$ cat config.mk
export PLATFORM = sky130hd
export DESIGN_NAME = fram_stream_port
export DESIGN_NICKNAME = d
export VERILOG_FILES = /design/src/rtl/fram_stream_pkg.sv /design/src/rtl/fram_skid_fifo.sv /design/src/rtl/fram_stream_port.sv
export SDC_FILE = /design/constraint.sdc
export NUM_CORES = 1
export LEC_CHECK = 0
export BUFFER_PORTS_ARGS = -buffer_cell sky130_fd_sc_hd__buf_2
export CORE_ASPECT_RATIO = 0.7
export CORE_MARGIN = 3
export CORE_UTILIZATION = 46
export DETAILED_ROUTE_END_ITERATION = 16
export GPL_TIMING_DRIVEN = 1
export PLACE_DENSITY = 0.86
export SYNTH_ARGS = -nofsm -noshare
export SYNTH_HDL_FRONTEND = slang
export SYNTH_SLANG_ARGS = --single-unit
$ cat constraint.sdc
create_clock -name clk -period 2.7 [get_ports clk]
set_clock_uncertainty 0.1 [all_clocks]
set_input_delay 0.675 -clock clk [delete_from_list [all_inputs] [get_ports clk]]
set_output_delay 0.675 -clock clk [all_outputs]
set_load 0.03 [all_outputs]
$ cat src/rtl/fram_stream_pkg.sv
// fram_stream_pkg: state encoding, direction codes and drain timing for the fram stream port
package fram_stream_pkg;
    typedef enum logic [1:0] {IDLE, LOAD, DUMP, DRAIN} state_t;
    localparam logic DIR_LOAD = 1'b0;
    localparam logic DIR_DUMP = 1'b1;
    localparam int DRAIN_CYCLES = 2;
    function automatic int unsigned wrap_inc(input int unsigned a, input int unsigned size);
        return (a == size - 1) ? 0 : a + 1;
    endfunction
endpackage

$ cat src/rtl/fram_skid_fifo.sv
// fram_skid_fifo: 2-entry FIFO catching read data that returns while the dump stream is stalled
module fram_skid_fifo #(
    parameter int WIDTH = 36
) (
    input  logic             clk,
    input  logic             rst_n,
    input  logic             push,
    input  logic             pop,
    input  logic [WIDTH-1:0] din,
    output logic [WIDTH-1:0] dout,
    output logic [1:0]       count
);
    logic [WIDTH-1:0] mem [2];
    logic wp, rp;
    always_ff @(posedge clk or negedge rst_n) begin
        if (!rst_n) begin
            mem[0] <= '0;
            mem[1] <= '0;
            wp     <= 1'b0;
            rp     <= 1'b0;
            count  <= '0;
        end else begin
            if (push) begin
                mem[wp] <= din;
                wp      <= ~wp;
            end
            if (pop) rp <= ~rp;
            count <= count + 2'(push) - 2'(pop);
        end
    end
    assign dout = mem[rp];
endmodule

$ cat src/rtl/fram_stream_port.sv
// fram_stream_port: moves blocks between valid/ready streams and a pu_fram-style memory
module fram_stream_port
    import fram_stream_pkg::*;
#(
    parameter int RAM_SIZE   = 16,
    parameter int DATA_WIDTH = 32,
    parameter int ATTR_WIDTH = 4,
    parameter int ADDR_WIDTH = $clog2(RAM_SIZE)
) (
    input  logic                  clk,
    input  logic                  rst_n,
    input  logic                  cmd_valid,
    output logic                  cmd_ready,
    input  logic                  cmd_dir,
    input  logic [ADDR_WIDTH-1:0] cmd_base,
    input  logic [ADDR_WIDTH:0]   cmd_len,
    input  logic                  s_valid,
    output logic                  s_ready,
    input  logic [DATA_WIDTH-1:0] s_data,
    input  logic [ATTR_WIDTH-1:0] s_attr,
    output logic                  m_valid,
    input  logic                  m_ready,
    output logic [DATA_WIDTH-1:0] m_data,
    output logic [ATTR_WIDTH-1:0] m_attr,
    output logic [ADDR_WIDTH-1:0] signal_addr,
    output logic                  signal_wr,
    output logic                  signal_oe,
    output logic [DATA_WIDTH-1:0] fram_data_in,
    output logic [ATTR_WIDTH-1:0] fram_attr_in,
    input  logic [DATA_WIDTH-1:0] fram_data_out,
    input  logic [ATTR_WIDTH-1:0] fram_attr_out,
    output logic                  busy,
    output logic                  done
);
    localparam logic [ADDR_WIDTH:0] ONE = 1;

    state_t state, state_nx;
    logic [ADDR_WIDTH-1:0] addr, addr_nx, addr_inc;
    logic [ADDR_WIDTH:0] rem, rem_nx, pops, pops_nx;
    logic [1:0] wait_cnt, wait_nx, count;
    logic [2:0] credit;
    logic inflight, issue, pop, wr_beat;

    assign cmd_ready    = state == IDLE;
    assign busy         = state != IDLE;
    assign s_ready      = state == LOAD;
    assign wr_beat      = s_ready && s_valid;
    assign signal_wr    = wr_beat;
    assign signal_oe    = issue;
    assign signal_addr  = (s_ready || state == DUMP) ? addr : '0;
    assign fram_data_in = s_data;
    assign fram_attr_in = s_attr;
    assign addr_inc     = ADDR_WIDTH'(wrap_inc(32'(addr), RAM_SIZE));
    assign m_valid      = count != 2'd0;
    assign pop          = m_valid && m_ready;
    // A pop this cycle frees a slot, so a read may issue into the space it leaves
    assign credit       = 3'(count) + 3'(inflight) - 3'(pop);
    assign issue        = state == DUMP && rem != '0 && count != 2'd2 && credit < 3'd2;

    fram_skid_fifo #(.WIDTH(DATA_WIDTH + ATTR_WIDTH)) u_fifo (
        .clk   (clk),
        .rst_n (rst_n),
        .push  (inflight),
        .pop   (pop),
        .din   ({fram_data_out, fram_attr_out}),
        .dout  ({m_data, m_attr}),
        .count (count)
    );

    always_ff @(posedge clk or negedge rst_n) begin
        if (!rst_n) begin
            state    <= IDLE;
            addr     <= '0;
            rem      <= '0;
            pops     <= '0;
            wait_cnt <= '0;
            inflight <= 1'b0;
        end else begin
            state    <= state_nx;
            addr     <= addr_nx;
            rem      <= rem_nx;
            pops     <= pops_nx;
            wait_cnt <= wait_nx;
            inflight <= issue;
        end
    end

    always_comb begin
        state_nx = state;
        addr_nx  = addr;
        rem_nx   = rem;
        pops_nx  = pops;
        wait_nx  = wait_cnt;
        done     = 1'b0;
        case (state)
            IDLE: if (cmd_valid) begin
                addr_nx  = cmd_base;
                rem_nx   = cmd_len;
                pops_nx  = cmd_len;
                wait_nx  = '0;
                state_nx = (cmd_len == '0) ? DRAIN : (cmd_dir == DIR_DUMP) ? DUMP : LOAD;
            end
            LOAD: if (wr_beat) begin
                addr_nx = addr_inc;
                rem_nx  = rem - ONE;
                if (rem == ONE) begin
                    state_nx = DRAIN;
                    wait_nx  = 2'(DRAIN_CYCLES - 1);
                end
            end
            DUMP: begin
                if (issue) begin
                    addr_nx = addr_inc;
                    rem_nx  = rem - ONE;
                end
                if (pop) begin
                    pops_nx = pops - ONE;
                    if (pops == ONE) begin
                        done     = 1'b1;
                        state_nx = IDLE;
                    end
                end
            end
            DRAIN: begin
                done     = wait_cnt == 2'd0;
                state_nx = done ? IDLE : DRAIN;
                wait_nx  = done ? wait_cnt : wait_cnt - 2'd1;
            end
            default: state_nx = IDLE;
        endcase
    end
endmodule

# --- Word level (Yosys, flattened, before mapping) ---
# Cells that the tools add are included.
totals:
  reg_bits: 95
op_classes:
  addsub: 8
  order_cmp: 4
  n_eq_ne: 14
  muxes: 35
  bitwise: 4
  reduce_logical: 20
ops:
  columns: ["operator", "count"]
  rows:
  - ["36-bit 2-to-1 mux", 4]
  - ["72-bit bitwise mux", 1]
  - ["36-bit demux with 1-bit select", 1]
  - ["2-bit 2-to-1 mux", 12]
  - ["4-bit 2-to-1 mux", 5]
  - ["5-bit 2-to-1 mux", 4]
  - ["5-bit case mux with 3 select lines", 1]
  - ["4-bit case mux with 3 select lines", 1]
  - ["5-bit by 1-bit equality test with 1-bit output, second input constant", 2]
  - ["2-bit inequality test, second input constant", 5]
  - ["5-bit case mux with 2 select lines", 1]
  - ["5-bit AND reduction", 2]
  - ["5-bit by 1-bit subtractor with 5-bit output, second input constant", 2]
  - ["2-bit case mux with 4 select lines", 1]
  - ["1-bit logical AND", 6]
  - ["2-bit by 1-bit inequality test with 1-bit output, second input constant", 3]
  - ["2-bit case mux with 3 select lines", 1]
  - ["2-bit nonzero test", 3]
  - ["3-bit nonzero test", 2]
  - ["5-bit logical NOT", 1]
  - ["5-bit nonzero test", 1]
  - ["4-bit by 1-bit adder with 4-bit output, second input constant", 1]
  - ["2-bit equality test, second input constant", 2]
  - ["4-bit equality test, second input constant", 1]
  - ["17 further kinds", 22]

# --- Longest topological paths before layout ---
logic_depth:
  depth_word: 7
  ltp_mapped: 9

# --- Cells and area by module ---
# From an unflattened synthesis, not the netlist that was laid out.
unflattened:
  hier_cells: 412
  hier_area_um2: 5213.8
modules_own_cells:
  columns: ["mod", "instances", "cells_per_inst", "area_per_inst_um2"]
  rows:
  - ["fram_skid_fifo", 1, 205, 3463.3]
  - ["fram_stream_port", 1, 207, 1750.4]

# --- Least setup slack after synthesis ---
# No wires, ideal clock.
synth_path:
  path_kind: "input to output"
  startpoint: "input port m_ready"
  endpoint: "output port signal_oe"
  arrival_ns: 2.187
  required_time_ns: 1.925
  slack_ns: -0.262
  stages: 7
  path_buffers: 0
  cell_sequence: "nand3_1 -> o21ai_0 -> ha_1 -> fa_1 -> nor2b_1 -> nand4_1 -> inv_1"
synth_between:
  elab_chain_len: 4
synth_lines:
  columns: ["element", "line", "text"]
  rows:
  - ["from (decl)", "fram_stream_port.sv:22", "input logic m_ready,"]
  - ["1-bit logical AND", "fram_stream_port.sv:55", "assign pop = m_valid && m_ready;"]
  - ["3-bit by 1-bit subtractor with 3-bit output", "fram_stream_port.sv:57", "assign credit = 3'(count) + 3'(inflight) - 3'(pop);"]
  - ["via credit[1]", "fram_stream_port.sv:41", "logic [2:0] credit;"]
  - ["3-bit by 2-bit less-than comparator with 1-bit output", "fram_stream_port.sv:58", "assign issue = state == DUMP && rem != '0 && count != 2'd2 && credit < 3'd2;"]
  - ["1-bit logical AND", "fram_stream_port.sv:58", null]
  - ["to (decl)", "fram_stream_port.sv:27", "output logic signal_oe,"]
# The timed path passes the listed nets, and every way through them passes these cells.

# --- Worst setup path in the final report ---
# Ends and elaborated chain as after synthesis.

==> summary.md <==
| Metric | Value |
|---|---|
| Status | `finished with violations` |
| Failing checks | `setup timing` |
| DP HPWL | `7.94 mm` |
| Worst Hold Class | `in -> async` |
| Mean Syn Cell Area | `12.0 sq um` |
| Post-synth top flop | `dfrtp_1` |
| Final net count | `594` |
| First-pass GRT wire length | `17.8 mm` |
| Crit Path Category | `in -> out` |
| Layout cells sized above 1 | `0.528` |
| Leak | `2.69 nW` |
| # rows | `31` |
| PwrDens | `1460 nW/um^2` |
| Most common cell in the synthesized netlist | `mux2_2` |
| Minimum clock period | `2.94 ns` |
| Starting density of the core | `0.476` |
| Critical-path maximum fanout | `3` |
| Ranking of synthesized cells by area | `dfrtp_1 (48%), mux2_2 (25%), buf_4 (5.4%)` |
| Pins Over Slew Limit | `0` |
| Critical Path AT | `2.17 ns` |
| # setup viols final | `1` |
| Fin cells | `628` |
| Tot GR Track Use | `0.185` |
| Setup repair after global routing missed its margin | `yes` |
| Drt wl/cell | `17.8 um` |
| Ys async rst share | `1.00` |
| Drt total wl | `11.2 mm` |
| CTS sink cnt | `95` |
| IO Pins | `170` |
| Clk slew on worst S/H paths | `0.06 ns` |
| Pre-CTS setup slack | `-0.336 ns` |
| Worst path required time | `1.92 ns` |
| Via Count | `3,513` |
| Grt total ovfl | `0` |
| Placed cells | `606` |
| H-tree depth | `3` |
| YS warnings | `0` |
| TritonCTS Buffers | `9` |
| Post-synth top cells | `mux2_2 (111), dfrtp_1 (95), buf_4 (36)` |
| GP Congestion | `0.886` |
| Die Ht | `93.1 um` |
| CTS Buffer Depth | `2` |
| Peak supply drop | `0.000924 V` |
| Seq/Total Area, Yosys | `0.477` |
| Filler instances | `884` |
| Syn Inst Count | `415` |
| Port bufs | `97` |
| Post-DP Area | `5460 sq um` |
| Slew headroom | `0.554` |
| Setup ws final | `-0.241 ns` |
| Final Util | `0.554` |
| Post-route cell area | `5810 sq um` |
| Router iterations before antenna repair | `4` |
| Die footprint | `12,100 sq um` |
| Netlist cell types | `48` |
| F_max | `340 MHz` |
| Worst skew pair latency | `0.33 ns` |
| Antenna violations before repair | `0` |
| Initial DRC Count | `149` |
| # DRC | `0` |
| Vias in the first global route | `3,707` |
| Area delta synth->final | `16.4%` |
| Final ANT Viol Nets | `0` |
| Crit share post-route | `1.09` |
| Die width | `130 um` |
| Measured slew at the worst slew-check pin | `0.669 ns` |
| Largest net degree at the start of global routing | `51` |
| CTS tree | `yes` |
| Area of the multi-input gates | `2240 sq um` |
| Top cell type's share of synthesized area | `0.477` |
| Final setup TNS | `-0.241 ns` |
| Yosys top cell by area | `dfrtp_1` |
| Seq cells post-synth | `95` |
| Critical path endpoint category | `output pin` |
| Placeable core region | `10,500 sq um` |
| Clk root buf | `clkbuf_16` |
| Post-Syn Area | `4990 sq um` |
| Critical Path Start Type | `input pin` |
| Number of flops mapped to enable cells by yosys | `0` |
| # Max-Cap Violations | `0` |
| Synthesized net count | `515` |
| Hold-fix buffer count after cts | `0` |
| # diodes | `0` |
| Reg area | `2380 sq um` |
| Mean number of vias per cell | `5.59` |
| Final Hold Vio Count | `0` |
-- stage by stage --
stage	hold slack, ns	power, W
2_1_floorplan	0.279	0.00607
3_3_place_gp	0.381	0.00697
3_5_place_dp	0.390	0.00723
4_1_cts	0.291	0.00844
5_1_grt	0.323	0.00901
6_report	0.278	0.00846
-- placed cells by master (no fill, tap or decap), types with 3 or more instances in the layout --
cell type,count
mux2_2,110
buf_2,94
dfrtp_1,93
buf_4,22
o21ai_0,20
inv_1,15
nor3_1,10
ha_1,10
nor2_1,9
nand2_1,9
clkbuf_16,9
nand3_1,7
a21oi_1,6
o22ai_1,6
and2_1,5
nand2b_1,4
mux2i_1,4
or2_2,3
nor4_1,3
-- area by class of cell --
class / instances / share of cell area
Tap cell: 132 / 0.0284
Clock inverter: 2 / 0.00172
Timing Repair Buffer: 120 / 0.120
Clock buffer: 11 / 0.0418
Multi-Input combinational cell: 250 / 0.386
Sequential cell: 95 / 0.410
Inverter: 18 / 0.0116
-- worst paths after layout --
check | start | to | slack [ns] | cells past startpoint
max | m_ready | signal_oe | -0.24 | 9
min | rst_n | addr[0]$_DFFE_PN0P_ | 0.28 | 1
max reg2reg | u_fifo.count[0]$_DFF_PN0_ | rem[4]$_DFFE_PN0P_ | 0.05 | 10
min reg2reg | u_fifo.mem[13]$_DFFE_PN0P_ | u_fifo.mem[13]$_DFFE_PN0P_ | 0.40 | 1
max in group asynchronous | rst_n | u_fifo.mem[69]$_DFFE_PN0P_ | 1.53 | 2
min in group clk | u_fifo.mem[13]$_DFFE_PN0P_ | u_fifo.mem[13]$_DFFE_PN0P_ | 0.40 | 1
-- where the power goes --
part / switching, W / leakage [nW] / total (W) / internal [W]
Sequential: 0.000438 / 1.14 / 0.00258 / 0.00214
Combinational: 0.00268 / 1.43 / 0.00475 / 0.00207
Clock: 0.000496 / 0.127 / 0.00113 / 0.000631
-- critical path: stages --
cell     delay [ns]
buf_6          0.11
nand3_4        0.08
o21ai_2        0.06
ha_2           0.18
fa_1           0.53
nor2b_2        0.16
nand4_1        0.14
inv_2          0.10
buf_6          0.13
-- cell families after synthesis --
group	count (synthesis)	synth area share
muxes	115	0.259
DFF	95	0.477
buffers and inverters	70	0.0810
and+or+nand+nor	64	0.0692
AOI/OAI and AO/OA	56	0.0768
adders and majority gates	13	0.0341
xor gates and xnor gates	2	0.00351
-- sequential cells by signal, indices dropped and copies added (netlist names) --
signal,flops
u_fifo.mem,72
pops,5
rem,5
addr,4
state,2
u_fifo.count,2
wait_cnt,2
inflight,1
u_fifo.rp,1
u_fifo.wp,1
-- layer usage --
layer / wire (um) / up-vias / global-route usage / share of wire
met5: 0 / - / 0 / 0
met4: 197 / 0 / 0.0651 / 0.018
met3: 669 / 32 / 0.0531 / 0.060
met2: 5590 / 118 / 0.309 / 0.50
met1: 4700 / 1764 / 0.228 / 0.42
li1: - / 1599 / - / -
-- repair_timing --
action,4_1_cts,5_1_grt
resized for setup,6,3
pin swaps,4,4
buffers inserted,5,5
setup endpoints to repair,1,5
Power figures use the tool's default switching activity.
